$ cat src/rtl/contador_pkg.sv
// Shared constants for the parameterised up/down counter: mode encodings
// and the legal parameter ranges checked at elaboration.
package contador_pkg;

  localparam logic COUNT_UP   = 1'b1;
  localparam logic COUNT_DOWN = 1'b0;
  localparam logic MODE_WRAP  = 1'b0;
  localparam logic MODE_SAT   = 1'b1;

  localparam int unsigned WIDTH_MIN     = 2;
  localparam int unsigned WIDTH_MAX     = 32;
  localparam int unsigned MAX_COUNT_MIN = 1;
  localparam int unsigned PRESCALE_MIN  = 1;
  localparam int unsigned PRESCALE_MAX  = 256;

  // Largest value representable in a counter of the given width.
  function automatic longint unsigned max_count_limit(input int unsigned width);
    return (64'd1 << width) - 64'd1;
  endfunction

endpackage

$ cat src/rtl/tick_prescaler.sv
// Divides enabled clock cycles by PRESCALE, producing a combinational tick
// on the last enabled cycle of each group; clear restarts the group.
module tick_prescaler
  import contador_pkg::*;
#(
  parameter int unsigned PRESCALE = 1
) (
  input  logic clk,
  input  logic rst,
  input  logic enable,
  input  logic clear,
  output logic tick
);

  localparam int unsigned PW = (PRESCALE > 1) ? $clog2(PRESCALE) : 1;
  localparam logic [PW-1:0] LAST = PW'(PRESCALE - 1);

  if (PRESCALE < PRESCALE_MIN || PRESCALE > PRESCALE_MAX) begin : g_bad_prescale
    $error("tick_prescaler: PRESCALE=%0d outside legal range", PRESCALE);
  end

  logic [PW-1:0] pre_q;
  logic [PW-1:0] pre_d;

  // Tick is consumed in the same edge that the counter steps on.
  assign tick = enable && (pre_q == LAST);

  always_comb begin
    pre_d = pre_q;
    if (clear) begin
      pre_d = '0;
    end else if (enable) begin
      pre_d = tick ? '0 : pre_q + PW'(1);
    end
  end

  always_ff @(posedge clk) begin
    if (!rst) begin
      pre_q <= '0;
    end else begin
      pre_q <= pre_d;
    end
  end

endmodule

$ cat src/rtl/contador_param.sv
// Prescaled up/down counter with wrap or saturate at 0/MAX_COUNT,
// synchronous clamped load, terminal-count pulse and sticky boundary flag.
module contador_param
  import contador_pkg::*;
#(
  parameter int unsigned WIDTH     = 8,
  parameter int unsigned MAX_COUNT = 32'(max_count_limit(WIDTH)),
  parameter int unsigned PRESCALE  = 1
) (
  input  logic             clk,
  input  logic             rst,
  input  logic             enable,
  input  logic             up_down,
  input  logic             sat_mode,
  input  logic             load,
  input  logic [WIDTH-1:0] load_value,
  input  logic             clear_ovf,
  output logic [WIDTH-1:0] contador,
  output logic             tc,
  output logic             ovf
);

  if (WIDTH < WIDTH_MIN || WIDTH > WIDTH_MAX) begin : g_bad_width
    $error("contador_param: WIDTH=%0d outside legal range", WIDTH);
  end
  if (MAX_COUNT < MAX_COUNT_MIN ||
      64'(MAX_COUNT) > max_count_limit(WIDTH)) begin : g_bad_max
    $error("contador_param: MAX_COUNT=%0d illegal for WIDTH=%0d", MAX_COUNT, WIDTH);
  end

  localparam logic [WIDTH-1:0] MAX_W = WIDTH'(MAX_COUNT);

  logic             tick;
  logic             at_bound;
  logic [WIDTH-1:0] cnt_q, cnt_d;
  logic             tc_q, tc_d;
  logic             ovf_q, ovf_d;

  // A load also restarts the prescaler so the next step needs a full group.
  tick_prescaler #(
    .PRESCALE (PRESCALE)
  ) u_prescaler (
    .clk    (clk),
    .rst    (rst),
    .enable (enable),
    .clear  (load),
    .tick   (tick)
  );

  assign at_bound = (up_down == COUNT_UP) ? (cnt_q == MAX_W) : (cnt_q == '0);

  always_comb begin
    cnt_d = cnt_q;
    tc_d  = 1'b0;
    ovf_d = ovf_q;
    if (clear_ovf) begin
      ovf_d = 1'b0;
    end
    if (load) begin
      cnt_d = (load_value > MAX_W) ? MAX_W : load_value;
    end else if (tick) begin
      if (!at_bound) begin
        cnt_d = (up_down == COUNT_UP) ? cnt_q + WIDTH'(1) : cnt_q - WIDTH'(1);
      end else begin
        // Bound tick: flag wins over a coincident clear.
        tc_d  = 1'b1;
        ovf_d = 1'b1;
        if (sat_mode == MODE_WRAP) begin
          cnt_d = (up_down == COUNT_UP) ? '0 : MAX_W;
        end
      end
    end
  end

  always_ff @(posedge clk) begin
    if (!rst) begin
      cnt_q <= '0;
      tc_q  <= 1'b0;
      ovf_q <= 1'b0;
    end else begin
      cnt_q <= cnt_d;
      tc_q  <= tc_d;
      ovf_q <= ovf_d;
    end
  end

  assign contador = cnt_q;
  assign tc       = tc_q;
  assign ovf      = ovf_q;

endmodule

$ cat config.mk
export PLATFORM = sky130hd
export DESIGN_NAME = contador_param
export DESIGN_NICKNAME = d
export VERILOG_FILES = /design/src/rtl/contador_pkg.sv /design/src/rtl/tick_prescaler.sv /design/src/rtl/contador_param.sv
export SDC_FILE = /design/constraint.sdc
export NUM_CORES = 1
export LEC_CHECK = 0
export ABC_AREA = 0
export ABC_CLOCK_PERIOD_IN_PS = 5500
export CAP_MARGIN = 0
export CORE_UTILIZATION = 50
export DETAILED_ROUTE_END_ITERATION = 8
export MAX_ROUTING_LAYER = met4
export PLACE_DENSITY = 0.83
export SLEW_MARGIN = 40
export SYNTH_ARGS = -nofsm -noshare
export SYNTH_HDL_FRONTEND = slang
export SYNTH_SLANG_ARGS = --single-unit
$ cat constraint.sdc
create_clock -name clk -period 5.5 [get_ports clk]
set_input_delay 0.55 -clock clk [delete_from_list [all_inputs] [get_ports clk]]
set_output_delay 0.55 -clock clk [all_outputs]
set_load 0.005 [all_outputs]
# Word level (Yosys, flattened, before mapping)
# Cells that the tools add are included.
[word_totals] ff_bits=11 inputBits=15 elab_cells=33
[op_classes] reduce_logical=6 add_sub_neg=3 n_eq_ne=2 n_mux=14 n_lt_le_gt_ge=1 bitwise_logic=3
[ops] op="2-to-1 mux 8 bit" count=7
[ops] op="adder 8 x 1 -> 8 bit, second input constant" count=1
[ops] op="equality test 8 bit, second input constant" count=1
[ops] op="> comparator 8 bit, second input constant" count=1
[ops] op="zero test 8 bit" count=1
[ops] op="subtractor 8 x 1 -> 8 bit, second input constant" count=1
[ops] op="2-to-1 mux 1 bit" count=7
[ops] op="!= test 3 bit, second input constant" count=1
[ops] op="NOT 1 bit" count=3
[ops] op="OR reduction 3 bit" count=1
[ops] op="AND reduction 2 bit" count=1
[ops] op="nonzero test 2 bit" count=1
[ops] op="OR reduction 2 bit" count=1
[ops] op="adder 1 bit, second input constant" count=1
[ops] op="logical AND 1 bit" count=1

# Longest topological paths before layout
# Gate-level depths: netlist of the first run.
[depth] ltp_word=5 mapped_depth=7 ltp_nobuf=7

# Hierarchy
# A second synthesis of the first run with hierarchy kept.
[unflattened] hier_cells=106 hier_area_um2=924.6
[modules_own_cells] mod="contador_param" n_inst=1 area_per_inst_um2=885.8 seq_area_each_um2=200.2 cells_per_inst=103
[modules_own_cells] mod="tick_prescaler" n_inst=1 area_per_inst_um2=38.8 seq_area_each_um2=20.0 cells_per_inst=3

# Worst setup path before layout of the first run
# No wires, ideal clock.
[synth_path] kind="input to register" startpoint="input up_down" endpoint="register cnt_q[7], in the netlist contador[7]" required_time_ns=5.378 arrival_time_ns=2.012 cell_stages=7 setup_time_ns=0.122 slack_ns=3.366 path_cell_list="inv_1 > ha_1 > a211oi_1 > o21ai_0 > a31oi_1 > nor2_1 > o31a_2"
[synth_between] elab_chain_len=5
[synth_rtl] item="start, declared" line="contador_param.sv:13" text="input logic up_down,"
[synth_rtl] item="2-to-1 mux 8 bit" line="contador_param.sv:69" text="cnt_d = (up_down == COUNT_UP) ? '0 : MAX_W;"
[synth_rtl] item="2-to-1 mux 8 bit" line="contador_param.sv:68" text="if (sat_mode == MODE_WRAP) begin"
[synth_rtl] item="2-to-1 mux 8 bit" line="contador_param.sv:62" text="if (!at_bound) begin"
[synth_rtl] item="2-to-1 mux 8 bit" line="contador_param.sv:61" text="end else if (tick) begin"
[synth_rtl] item="2-to-1 mux 8 bit" line="contador_param.sv:59" text="if (load) begin"
[synth_rtl] item="end signal, assigned" line="contador_param.sv:81" text="cnt_q <= cnt_d;"
[synth_rtl] item="end, declared" line="contador_param.sv:35" text="logic [WIDTH-1:0] cnt_q, cnt_d;"
# Parallel ways exist; a longest one is shown, timed or not. The select of a mux whose other input is x is not followed.
# A chain may end at the register's enable or synchronous reset.

# Final worst setup path of the first run
[layout_path] startpoint="input up_down" endpoint="register cnt_q[4], in the netlist contador[4]"
# Same word-level chain as after synthesis.

==> flow_summary.ini, run 1 <==
[power_and_ir_drop]
ir_worst_vdd_mv = 0.210
p_leak_nw = 0.446
p_per_area_nw_per_um2 = 215

[synth]
dominantRegCellSynth = dfxtp_1
postSynthCellCount = 113
syn_area_um2 = 898
synth_top_family_by_area = simple AND/OR/NAND/NOR gates
yosysUniqueCellTypes = 40
synth_compound_area_frac = 0.270
synth_seq_area_share = 0.245
synth-xor-area-share = 0.0487
synth_mux_area_frac = 0
synth_fp_nets = 135
synth_edf_count = 0
postSynth.asyncResetShare = 0
synthAdderAreaFrac = 0.106
yosys.area_share.simple = 0.288
avgSynthCellArea_um2 = 7.95
yosysWarnings = 0
synth-seq-cells = 11

[sta]
setup_viol = 0
grt_setup_unrepaired = no
hold_ws_ns = 0.472
period_share = 0.483
maxSlewViolCount = 0
tightest_slew_ns = 0.436
finalCriticalPeriod_ns = 2.65
fin_setup_tns_ns = 0
fin_worst_skew_ns = 0.00186
hold_viol = 0
slew_headroom = 0.708
timing.fmax_mhz = 377

[layout]
utilization = 0.738
fillers = 139
area_growth_pct = 30.9
stdcell_count = 163
layout.nets = 162
final_cell_mix = 24 x clkdlybuf4s50_1, 22 x nor2_1, 11 x dfxtp_1, 7 x a21oi_1, 7 x o21ai_0
diodes = 0
mostFrequentLayoutCell = clkdlybuf4s50_1
drive_gt1_frac = 0.0791

[cts]
clk_path_buf_depth = 2
clock-sinks = 11
cts_tree = done
ctsHoldBuffers = 0
path_clk_slew_ns = 0.07
cts_root_buf = clkbuf_4
cts_setup_buffers = 0
htree_levels = 1
cts_resized = 0
numCtsBuffers = 3
worstSkewPairLatency_ns = 0.28

[global_route]
overflow = 0
antenna_found_initial = 0
grt_pass1_wl_um = 3840
grt_pass1_vias = 859
grt_usage = 0.274
grt_max_degree = 11

[floorplan]
core_area_um2 = 1590
dieWidth_um = 44.4
die_height_um = 44.4
boundaryPins = 25
fp.dieArea_um2 = 1970
num_rows = 14
start_util = 0.564

[worst_hold_path]
hp-class = reg -> reg

[status]
status = completed

[route]
ant_nets = 0
totalWireLength_um = 2360
firstDrtPassIters = 4
avgViaCountPerCell = 5.85
first_iter_violations = 19
wire_per_inst_um = 14.5
num_vias = 953
drc_errors = 0

[setup_path]
worstPathRequired_ns = 5.67
critPathMaxFanout = 7
endpoint_kind = flop
cp.arrival_ns = 2.82
worstSetupPathType = in -> reg
worstSetupStartpointType = input port

[place]
dpl.hpwl_um = 1810
numPortBuffers = 24
gp_congestion = 0.948
place_inst = 159

[flow_run]
cap_violations = 0
-- critical path: stages --
cell             delay (ns)
clkdlybuf4s50_1        0.54
inv_1                  0.18
fa_1                   0.49
a211oi_1               0.41
nor2_1                 0.12
xor2_1                 0.15
a21oi_1                0.08
o311ai_0               0.29
-- routing by layer --
layer / track usage / vias up / part of all wire
li1: - / 473 / -
met1: 0.318 / 437 / 0.44
met4: 0.158 / 0 / 0.029
met5: - / - / 0
met3: 0.0286 / 7 / 0.043
met2: 0.456 / 36 / 0.49
-- path summary, 6_finish.rpt --
path                startpoint           endpoint  slack, ns  cells after the start
min          u_prescaler.pre_q  u_prescaler.pre_q       0.47                      1
min reg2reg  u_prescaler.pre_q  u_prescaler.pre_q       0.47                      1
max reg2reg        contador[0]        contador[4]       3.49                      6
max                    up_down        contador[4]       2.85                      8
-- final cells by class --
| class | count | area (um^2) | share of cell area |
|---|---|---|---|
| clock buffers | 4 | 26.3 | 0.0223 |
| inverters | 5 | 18.8 | 0.0160 |
| multi-input cells | 95 | 641 | 0.545 |
| flip-flops and latches | 11 | 220 | 0.187 |
| well taps | 24 | 30.0 | 0.0255 |
| repair buffers | 24 | 240 | 0.204 |
-- registers in the layout, summed over array words and instances, names as in the netlist --
name	flops
tc	1
contador	8
ovf	1
u_prescaler.pre_q	1
-- cells by family (layout without fill, tap and decap cells) --
logic type	count (synthesis)	in the layout
DFF	11	11
buffers and inverters	7	33
AOI/OAI and AO/OA	33	33
adders and majority gates	7	7
and+or+nand+nor	50	50
xor gates and xnor gates	5	5
-- report_power, final --
group	internal (mW)	leakage, nW	switching (mW)
combinational	0.0505	0.340	0.0493
clock	0.0282	0.0150	0.0300
sequential	0.0857	0.0909	0.00961
-- synth_stat cells, types with 3 or more instances --
master / n / area, um^2
o21ai_0: 7 / 35.0
dfxtp_1: 11 / 220
a211oi_1: 5 / 37.5
nand2_1: 4 / 15.0
nor3_1: 4 / 20.0
nor2_1: 22 / 82.6
xor2_1: 3 / 26.3
a21oi_1: 7 / 35.0
inv_1: 4 / 15.0
nand3_1: 4 / 20.0
nand4_1: 3 / 18.8
ha_1: 6 / 75.1
-- stage by stage --
stage / cell area [um^2] / total power [mW] / setup WS (ns)
2_1_floorplan: 898 / 0.160 / 3.37
3_3_place_gp: 1150 / 0.192 / 2.71
3_5_place_dp: 1150 / 0.195 / 2.60
4_1_cts: 1180 / 0.253 / 2.87
5_1_grt: 1180 / 0.268 / 2.68
6_report: 1180 / 0.253 / 2.85
Note: power is estimated with default switching activity, not from simulation.
==> inputs of run 2 (changes only) <==
--- a/config.mk
+++ b/config.mk
@@ -6,12 +6,12 @@
 export NUM_CORES = 1
 export LEC_CHECK = 0
 export ABC_AREA = 0
-export ABC_CLOCK_PERIOD_IN_PS = 5500
+export ABC_CLOCK_PERIOD_IN_PS = 2390
 export CAP_MARGIN = 0
-export CORE_UTILIZATION = 50
+export CORE_UTILIZATION = 42
 export DETAILED_ROUTE_END_ITERATION = 8
 export MAX_ROUTING_LAYER = met4
-export PLACE_DENSITY = 0.83
+export PLACE_DENSITY = 0.74
 export SLEW_MARGIN = 40
 export SYNTH_ARGS = -nofsm -noshare
 export SYNTH_HDL_FRONTEND = slang
==> constraint.sdc (replaced) <==
create_clock -name clk -period 2.39 [get_ports clk]
set_input_delay 0.239 -clock clk [delete_from_list [all_inputs] [get_ports clk]]
set_output_delay 0.239 -clock clk [all_outputs]
set_load 0.005 [all_outputs]
==> run 2 against run 1 <==
Net effect:
- utilization is 12 points lower
- worst hold slack better by 0.0078 ns
- sequential share of layout area down 0.64 points
- sequential power rose by 130%
- global-route usage is 2.7 points lower
- final cell count is 4.9% higher
- first-iteration DRC count up 42%
- critical endpoint is now contador[7]
==> flow_summary.ini, run 2 (synthesis gave the netlist of run 1 again) <==
[layout]
layout.nets = 167
final_cell_mix = 24 x clkdlybuf4s50_1, 22 x nor2_1, 11 x dfxtp_1, 7 x a21oi_1, 7 x o21ai_0
mostFrequentLayoutCell = clkdlybuf4s50_1
largest_reg_flops = 8
diodes = 0
register_area_um2 = 220
fillers = 173
area_growth_pct = 35.5
drive_gt1_frac = 0.111
multiInputGateArea_um2 = 641

[sta]
finalCriticalPeriod_ns = 2.08
fin_worst_skew_ns = 0.00106
setup_viol = 0
tightest_slew_ns = 0.364
maxSlewViolCount = 0
hold_viol = 0
slew_headroom = 0.757
timing.fmax_mhz = 480
grt_setup_unrepaired = no
period_share = 0.871
fin_setup_tns_ns = 0

[place]
gp_congestion = 0.823
dpl.hpwl_um = 1840
numPortBuffers = 24

[route]
avgViaCountPerCell = 5.68
drc_errors = 0
totalWireLength_um = 2350
ant_nets = 0
firstDrtPassIters = 4
num_vias = 971
first_iter_violations = 27
wire_per_inst_um = 13.7

[floorplan]
boundaryPins = 25
die_height_um = 48.3
num_rows = 16
fp.dieArea_um2 = 2330
start_util = 0.453
core_area_um2 = 1980
dieWidth_um = 48.3

[setup_path]
endpoint_kind = flop
cp.arrival_ns = 2.25
r2r_cells = 7
r2r_slack_ns = 0.46
worstSetupStartpointType = input port
worstPathRequired_ns = 2.56
critPathMaxFanout = 5
worstSetupPathType = in -> reg

[power_and_ir_drop]
ir_worst_vdd_mv = 0.473
p_per_area_nw_per_um2 = 487
finalPower_uw = 592
p_leak_nw = 0.470

[cts]
cts_root_buf = clkbuf_4
clk_path_buf_depth = 2
cts_tree = done
htree_levels = 1
cts_setup_buffers = 0
path_clk_slew_ns = 0.07
ctsHoldBuffers = 0
worstSkewPairLatency_ns = 0.27
clock-sinks = 11
cts_resized = 0
numCtsBuffers = 3

[global_route]
grt_pass1_wl_um = 3880
antenna_found_initial = 0
grt_pass1_vias = 920
grt_max_degree = 11
grt_usage = 0.247
overflow = 0

[worst_hold_path]
hp-class = reg -> reg
whs_path_depth = 2

[status]
status = completed

[flow_run]
cap_violations = 0
[run 2: final timing paths]
check	startpoint	to
setup / recovery	up_down	contador[7]
hold / removal	ovf	ovf
setup reg to reg	contador[1]	contador[7]
hold reg to reg	ovf	ovf
[run 2: cell type report]
| class | count | area share |
|---|---|---|
| multi-input combinational | 95 | 0.526 |
| timing repair buffer | 29 | 0.228 |
| sequential | 11 | 0.181 |
| tap | 27 | 0.0277 |
| clock buffer | 4 | 0.0216 |
| inverter | 5 | 0.0154 |
[run 2: power by group]
group	total, mW	switching (mW)	internal [mW]
logic	0.244	0.117	0.127
clock network	0.130	0.0651	0.0647
registers	0.219	0.0213	0.197
[run 2: layer usage]
metal / routed length (um) / vias to the layer above / share of wire / global-route usage
met4: 0 / 0 / 0 / 0.0667
met3: 168 / 0 / 0.071 / 0.0667
met5: 0 / - / 0 / -
met2: 1150 / 44 / 0.49 / 0.400
li1: - / 485 / - / -
met1: 1030 / 442 / 0.44 / 0.302
[run 2: worst max-delay path, cell delays in order]
cell and delay [ns]:
clkdlybuf4s50_1 0.48, inv_1 0.12, ha_1 0.31, a211oi_1 0.22
buf_4 0.15, o21ai_0 0.11, a31oi_1 0.24, nor2_1 0.06
o31a_2 0.31
[run 2: stage by stage]
stage	std cells	hold slack, ns	instance area, um^2	util	worst slack [ns]
6_report	171	0.480	1220	0.614	0.308
4_1_cts	171	0.481	1220	0.614	0.303
3_5_place_dp	167	0.462	1190	0.601	0.0171
3_3_place_gp	167	0.458	1190	0.601	0.0147
5_1_grt	171	0.498	1220	0.614	0.104
2_1_floorplan	113	0.315	898	-	0.567
==> inputs of run 3 (changes only) <==
--- a/config.mk
+++ b/config.mk
@@ -5,13 +5,14 @@
 export SDC_FILE = /design/constraint.sdc
 export NUM_CORES = 1
 export LEC_CHECK = 0
-export ABC_AREA = 0
+export ABC_AREA = 1
 export ABC_CLOCK_PERIOD_IN_PS = 2390
 export CAP_MARGIN = 0
-export CORE_UTILIZATION = 42
+export CORE_UTILIZATION = 44
 export DETAILED_ROUTE_END_ITERATION = 8
+export HOLD_SLACK_MARGIN = 0.12
 export MAX_ROUTING_LAYER = met4
-export PLACE_DENSITY = 0.74
+export PLACE_DENSITY = 0.76
 export SLEW_MARGIN = 40
 export SYNTH_ARGS = -nofsm -noshare
 export SYNTH_HDL_FRONTEND = slang
==> run 3 against run 2 <==
Net effect:
- area after synthesis is 12% higher
- sequential share of layout area fell by 1.2 points
- combinational power up 7%
- worst hold slack worse by 0.036 ns
- largest power group unchanged
- critical path depth unchanged
- critical path type unchanged
- final area increased by 7.2%
==> flow_summary.ini, run 3 <==
[cts]
clock-sinks = 11
cts_root_buf = clkbuf_4
cts_tree = done
ctsHoldBuffers = 0
worstSkewPairLatency_ns = 0.28
path_clk_slew_ns = 0.08
cts_resized = 0
clk_path_buf_depth = 2
htree_levels = 1
cts_setup_buffers = 0
numCtsBuffers = 3

[sta]
grt_setup_unrepaired = no
fin_worst_skew_ns = 0.00941
finalCriticalPeriod_ns = 1.88
period_share = 0.785
timing.fmax_mhz = 533
setup_viol = 0
fin_setup_tns_ns = 0
tightest_slew_ns = 0.307
maxSlewViolCount = 0
hold_viol = 0
slew_headroom = 0.795

[synth]
synth_commonest_cells = 50 x nand2_1, 34 x nor2_1, 29 x inv_1, 11 x dfxtp_1, 11 x nand3_1
synth_mux_area_frac = 0
synthAdderAreaFrac = 0.0948
yosysWarnings = 0
syn_area_um2 = 1000
postSynth.asyncResetShare = 0
synth_seq_area_share = 0.219
synth_edf_count = 0
yosys-top-cells-area = dfxtp_1 22%, nand2_1 19%, nor2_1 13%
dominantRegCellSynth = dfxtp_1
synth-seq-cells = 11
synth_fp_nets = 195
postSynthCellCount = 173
synth-xor-area-share = 0.00873
post-synth-top-count-cell = nand2_1
synth_compound_area_frac = 0.0823
avgSynthCellArea_um2 = 5.80
yosys.area_share.simple = 0.483
synth_top_family_by_area = simple AND/OR/NAND/NOR gates
yosysUniqueCellTypes = 21
yosysTopAreaCellShare = 0.219
yosysTopAreaCell = dfxtp_1

[place]
post_dp_cell_area_um2 = 1280
gp_congestion = 0.843
dpl.hpwl_um = 1990
numPortBuffers = 24

[power_and_ir_drop]
p_per_area_nw_per_um2 = 470
swShare = 0.381
clockPowerShare = 0.216
p_leak_nw = 0.676
ir_worst_vdd_mv = 0.345
net-switching-power_uw = 233
combPwrFrac = 0.427
seq_power_share = 0.357
p_int_uw = 380

[setup_path]
worstSetupStartpointType = input port
worstSetupPathType = in -> reg
critPathMaxFanout = 7
crit_path_max_incr_delay_ns = 0.51
crit_slowest_cell = clkdlybuf4s50_1
cp.arrival_ns = 2.06
worstPathRequired_ns = 2.57
r2r_slack_ns = 0.80
path_cells = clkdlybuf4s50_1 -> inv_1 -> fa_1 -> nand3_1 -> nand3_1 -> xnor2_1 -> o21ai_0 -> nor2_1 -> nor2_1
endpoint_kind = flop

[global_route]
overflow = 0
grt_pass1_wl_um = 4130
grt_max_degree = 11
grt_pass1_vias = 960
grt_usage = 0.223
antenna_found_initial = 0

[layout]
largest_reg_flops = 8
final_cell_mix = 50 x nand2_1, 34 x nor2_1, 29 x inv_1, 24 x clkdlybuf4s50_1
stdcell_area_um2 = 1310
drive_gt1_frac = 0.0846
multiInputGateArea_um2 = 671
diodes = 0
mostFrequentLayoutCell = nand2_1
layout.nets = 224
fillers = 199
register_area_um2 = 220
area_growth_pct = 30.0

[floorplan]
num_rows = 16
dieWidth_um = 49.8
boundaryPins = 25
start_util = 0.491
fp.dieArea_um2 = 2480
die_height_um = 49.8
core_area_um2 = 2040

[route]
first_iter_violations = 42
num_vias = 1097
totalWireLength_um = 2430
firstDrtPassIters = 4
wire_per_inst_um = 10.7
avgViaCountPerCell = 4.81
ant_nets = 0
drc_errors = 0

[worst_hold_path]
hp-class = reg -> reg

[flow_run]
cap_violations = 0

[status]
status = completed
-- run 3: power by group through the flow --
stage / registers, mW / logic [mW] / clock network, mW
floorplan: 0.219 / 0.170 / 0
global placement: 0.223 / 0.253 / 0
detailed placement: 0.223 / 0.260 / 0
CTS: 0.219 / 0.261 / 0.138
global route: 0.222 / 0.300 / 0.141
finish: 0.219 / 0.262 / 0.133
-- run 3: through the flow --
step | utilization | total power, mW | hold slack, ns | instances | setup WS [ns]
global placement | 0.626 | 0.476 | 0.431 | 224 | 0.250
finish | 0.639 | 0.613 | 0.444 | 228 | 0.513
detailed placement | 0.626 | 0.483 | 0.435 | 224 | 0.255
global route | 0.639 | 0.663 | 0.496 | 228 | 0.285
floorplan | - | 0.389 | 0.316 | 173 | 1.01
CTS | 0.639 | 0.618 | 0.448 | 228 | 0.540
-- run 3: metal layers --
layer  vias to the layer above  GRT usage  wire length [um]  part of all wire
li1                        588          -                 -                 -
met1                       468      0.285              1160              0.48
met2                        37      0.365              1110              0.46
met3                         4     0.0556               140             0.058
met4                         0     0.0190                19            0.0078
met5                         -          -                 0                 0
-- run 3: area by class of cell --
class	count	share of cell area
Tap cell	27	0.0259
Timing Repair Buffer	24	0.184
Clock inverter	1	0.00384
Sequential cell	11	0.169
Multi-Input combinational cell	132	0.514
Clock buffer	3	0.0173
Inverter	30	0.0863
-- run 3: final timing paths --
path,depth (start not counted),start,endpoint
worst max-delay path,9,up_down,contador[4]
worst min-delay path,2,u_prescaler.pre_q,u_prescaler.pre_q
worst max register to register,7,contador[0],contador[4]
worst min register to register,2,u_prescaler.pre_q,u_prescaler.pre_q
-- run 3: critical path, delay by kind of cell --
family	cells	cell delay [ns]
compound gates	1	0.10
fa+ha+maj	1	0.50
simple gates	4	0.33
buf+inv	2	0.68
xor+xnor	1	0.20
-- run 3: cell families (layout without fill, tap and decap cells) --
group,count (synthesis),after routing
XOR/XNOR,1,1
buffers and inverters,30,58
AO/OA/AOI/OAI,15,15
flip-flops,11,11
adder cells (fa/ha/maj),7,7
AND/OR/NAND/NOR,109,109
